$ cat config.mk
export PLATFORM = sky130hd
export DESIGN_NAME = mul8_nibble_sequencer
export DESIGN_NICKNAME = d
export VERILOG_FILES = /design/src/rtl/mul_pkg.sv /design/src/rtl/mul8_nibble_sequencer.sv
export SDC_FILE = /design/constraint.sdc
export NUM_CORES = 1
export LEC_CHECK = 0
export CORE_MARGIN = 2
export CORE_UTILIZATION = 50
export CTS_CLUSTER_SIZE = 14
export DETAILED_ROUTE_END_ITERATION = 16
export DONT_BUFFER_PORTS = 1
export PLACE_DENSITY = 0.68
export SYNTH_ARGS = -nofsm -noshare
export SYNTH_HDL_FRONTEND = slang
export SYNTH_SLANG_ARGS = --single-unit
$ cat constraint.sdc
create_clock -name clk -period 2.5 [get_ports clk]
set_input_delay 0.375 -clock clk [delete_from_list [all_inputs] [get_ports clk]]
set_output_delay 0.375 -clock clk [all_outputs]
set_load 0.02 [all_outputs]
$ cat src/rtl/mul_pkg.sv
// mul_pkg: shared types and constants for the nibble-sequenced 8x8 multiplier
package mul_pkg;
    localparam int NW = 4;
    typedef enum logic [1:0] {IDLE, MUL, DONE} state_t;
    localparam logic [3:0] SHIFT [0:3] = '{4'd0, 4'd4, 4'd4, 4'd8};
endpackage

$ cat src/rtl/mul8_nibble_sequencer.sv
// mul8_nibble_sequencer: 8x8->16 unsigned multiply over four cycles on an external 4x4 core
//   in_valid/in_ready/in_a/in_b     operand handshake
//   mul_m/mul_q -> core, mul_p <-   combinational 4x4 core product, same cycle
//   out_valid/out_ready/out_prod    result handshake, held until accepted
//   busy                            high while multiplying or holding a result
module mul8_nibble_sequencer
    import mul_pkg::*;
#(
    parameter int NW        = 4,
    parameter bit ZERO_SKIP = 1'b0
) (
    input  logic            clk,
    input  logic            rst,
    input  logic            in_valid,
    output logic            in_ready,
    input  logic [2*NW-1:0] in_a,
    input  logic [2*NW-1:0] in_b,
    output logic [NW-1:0]   mul_m,
    output logic [NW-1:0]   mul_q,
    input  logic [2*NW-1:0] mul_p,
    output logic            out_valid,
    input  logic            out_ready,
    output logic [4*NW-1:0] out_prod,
    output logic            busy
);
    state_t          state, state_n;
    logic [1:0]      step;
    logic [2*NW-1:0] a_r, b_r;
    logic [4*NW-1:0] acc;
    logic            zero_hit;

    assign zero_hit = ZERO_SKIP && (in_a == '0 || in_b == '0);

    always_ff @(posedge clk) begin
        if (rst)
            state <= IDLE;
        else
            state <= state_n;
    end

    always_comb begin
        state_n = state;
        case (state)
            IDLE:    state_n = in_valid ? (zero_hit ? DONE : MUL) : IDLE;
            MUL:     state_n = (step == 2'd3) ? DONE : MUL;
            DONE:    state_n = out_ready ? IDLE : DONE;
            default: state_n = IDLE;
        endcase
    end

    // step[0] picks the a nibble, step[1] the b nibble
    always_comb begin
        in_ready  = state == IDLE;
        busy      = state != IDLE;
        out_valid = state == DONE;
        out_prod  = acc;
        mul_m     = state == MUL ? (step[0] ? a_r[2*NW-1:NW] : a_r[NW-1:0]) : '0;
        mul_q     = state == MUL ? (step[1] ? b_r[2*NW-1:NW] : b_r[NW-1:0]) : '0;
    end

    always_ff @(posedge clk) begin
        if (rst) begin
            a_r  <= '0;
            b_r  <= '0;
            acc  <= '0;
            step <= '0;
        end else if (state == IDLE && in_valid) begin
            a_r  <= in_a;
            b_r  <= in_b;
            acc  <= '0;
            step <= '0;
        end else if (state == MUL) begin
            acc  <= acc + ({{(2*NW){1'b0}}, mul_p} << SHIFT[step]);
            step <= step + 2'd1;
        end
    end
endmodule

==> impl_metrics.tcl <==
set metrics [dict create \
    status "complete, but fails checks" \
    violations "negative setup slack" \
    synth_flop_cell "dfxtp_1" \
    p_per_area_mw_per_mm2 515 \
    cts.reportedPaths.clkPinSlew_ns 0.08 \
    first_pass_iters 5 \
    antenna_found_initial 0 \
    fmax_ghz 0.397 \
    power_mw 1.52 \
    numClockSinks 36 \
    met1_usage_pct 28.3 \
    syn_nets 345 \
    skew_ns 0.00897 \
    hold_class "input port to register" \
    grt_max_degree 27 \
    drcViolationCount 0 \
    synth-xor-area-share_pct 3.71 \
    dpl-instance-area_sq_mm 0.00262 \
    antennaDiodeCount 0 \
    syn-mean-instance-area_sq_um 7.87 \
    grt_overflow 0 \
    place.gp.congestion 0.911 \
    met2_usage_pct 37.1 \
    synth_top_family_by_area "simple AND/OR/NAND/NOR gates" \
    critPathCaptureType "register" \
    critPathMaxFanout 6 \
    root_buffer "clkbuf_8" \
    cp_top_family "adder cells" \
    clock_latency_ns 0.30 \
    rows 24 \
    ys_ff_latch 36 \
    yosysSeqAreaShare_pct 30.5 \
    rsz0062_at_grt "yes" \
    tightest_slew_ns 0.584 \
    crit_chain "ha_4 > buf_6 > mux2i_2 > nor2_1 > ha_1 > nand2_2 > nor3_2 > o211ai_1 > a31o_1 > a21oi_2 > mux2i_1" \
    syn_to_final_growth_pct 25.1 \
    io_buffers 0 \
    cap_viol_max_count 0 \
    crit_slowest_cell "ha_1" \
    path_buf_inv 1 \
    yosys.area_share.simple_pct 26.0 \
    critPathLaunchType "register" \
    fin_crit_sh_pct 101 \
    ir_drop_uv 364 \
    synth.cell_area_sq_mm 0.00236 \
    mostFrequentLayoutCells "nand2_1 (59), buf_4 (37), dfxtp_1 (34)" \
    layout.nets 379 \
    finalSetupViolCount 3 \
    num_io_pins 55 \
    fin_hold_ws_ns 0.132 \
    grt_pass1_vias 2034 \
    cpPeakStageDelay_ns 0.37 \
    postRouteAntennaNets 0 \
    cp.arrival_ns 2.75 \
    async_reset_ff_share_pct 0 \
    grt_pass1_wl_um 9260 \
    crit_required_ns 2.73 \
    n_fill_cell 361 \
    numCtsBuffers 5 \
    setup_tns_ns -0.0460 \
    fin_area_sq_mm 0.00295 \
    yosys-mux-area-fraction_pct 6.36 \
    wl_per_cell_um 15.2 \
    ys_warn_count 0 \
    die_h_um 72.7 \
    die_w_um 72.7 \
    cts_hold_buffers 0 \
    finalCriticalPeriod_ns 2.52 \
    gr-usage-all-layers_pct 22.4 \
    core_sq_mm 0.00444 \
    use_met3_pct 6.22 \
    hold_viol 0 \
    leakagePower_nw 1.16 \
    fin_ws_ns -0.0183 \
    routed_via_density 5.71 \
    netlist_instances 300 \
    drive_gt1_share_pct 27.5 \
    drv_slew 0 \
    dieArea_sq_mm 0.00529 \
    cts_max_path_buffers 2 \
    cts_tree "done" \
    dpl_worst_slack_ns -0.136 \
    relSlewSlack_pct 61.1 \
    routed_wl_um 5890 \
    hpwl_um 4130 \
    ys_types 49 \
    synth_adder_area_share_pct 9.33 \
    critical_path_class "register to register" \
    synth_edf_count 0 \
    initial_core_util_pct 53.1 \
    h-tree-depth 2 \
    synth_compound_gate_area_share_pct 20.5 \
    mostFrequentLayoutCell "nand2_1" \
    vias 2211 \
    first_iter_violations 145 \
    top_usage_layer "met2" \
]
==> power by group <==
group	switching, mW	total, mW	leakage [nW]	internal, mW
sequential	0.0302	0.630	0.294	0.600
combinational	0.180	0.348	0.813	0.168
clock	0.241	0.541	0.0548	0.301
==> registers in the layout, summed over array words and instances (netlist names) <==
name,flops
b_r,8
step,2
state,2
a_r,8
out_prod,16
==> per-layer routing <==
layer  up-vias  share of wire [%]
li1       1120                  -
met3        11                7.2
met4         0                1.5
met1      1008                 43
met5         -                  0
met2        72                 48
==> stage by stage <==
step           utilization (%)  cells
3_5_place_dp              59.0    372
4_1_cts                   62.5    383
6_report                  66.4    387
2_1_floorplan                -    300
3_3_place_gp              59.0    372
5_1_grt                   66.4    387
==> layout make-up <==
type / count / area (sq um) / share of cell area [%]
Multi-Input combinational cell: 245 / 1720 / 58.1
Sequential cell: 36 / 723 / 24.5
Timing Repair Buffer: 40 / 312 / 10.6
Clock buffer: 5 / 68.8 / 2.33
Tap cell: 52 / 65.1 / 2.20
Clock inverter: 3 / 46.3 / 1.57
Inverter: 6 / 22.5 / 0.763
==> synth_stat cells, drive strengths merged (3+ instances only) <==
master / number / area share (%)
nand2: 63 / 10
a21oi: 39 / 8.6
dfxtp: 36 / 31
nor2: 27 / 4.6
ha: 16 / 8.5
mux2i: 15 / 6.4
o21ai: 13 / 2.8
nand3: 9 / 1.9
clkbuf: 8 / 1.7
nor2b: 8 / 2.1
xnor2: 8 / 3.0
inv: 6 / 0.95
buf: 5 / 0.95
a22o: 4 / 1.5
and2: 4 / 1.1
o211ai: 4 / 1.3
a211oi: 3 / 1.2
a21o: 3 / 1.0
nor3: 3 / 0.85
==> cell families (layout without fill, tap and decap cells) <==
family          Yosys count  count (layout)
compound gates           76              76
xor+xnor                 10              10
fa+ha+maj                17              17
buf+inv                  19              54
flops                    36              36
mux                      15              15
simple gates            127             127
==> path summary, 6_finish.rpt <==
path                start            to  slack, ns  cells after the start
setup / recovery  step[1]  out_prod[15]      -0.02                     11
hold / removal        rst        b_r[5]       0.13                      1
setup reg to reg  step[1]  out_prod[15]      -0.02                     11
hold reg to reg    b_r[1]        b_r[1]       0.45                      2
==> repair_timing <==
action                     4_1_cts  5_1_grt
pin swaps                        7       25
resized for setup                5       26
setup endpoints to repair        8       10
setup buffers                    3        4
Power figures use the tool's default switching activity.
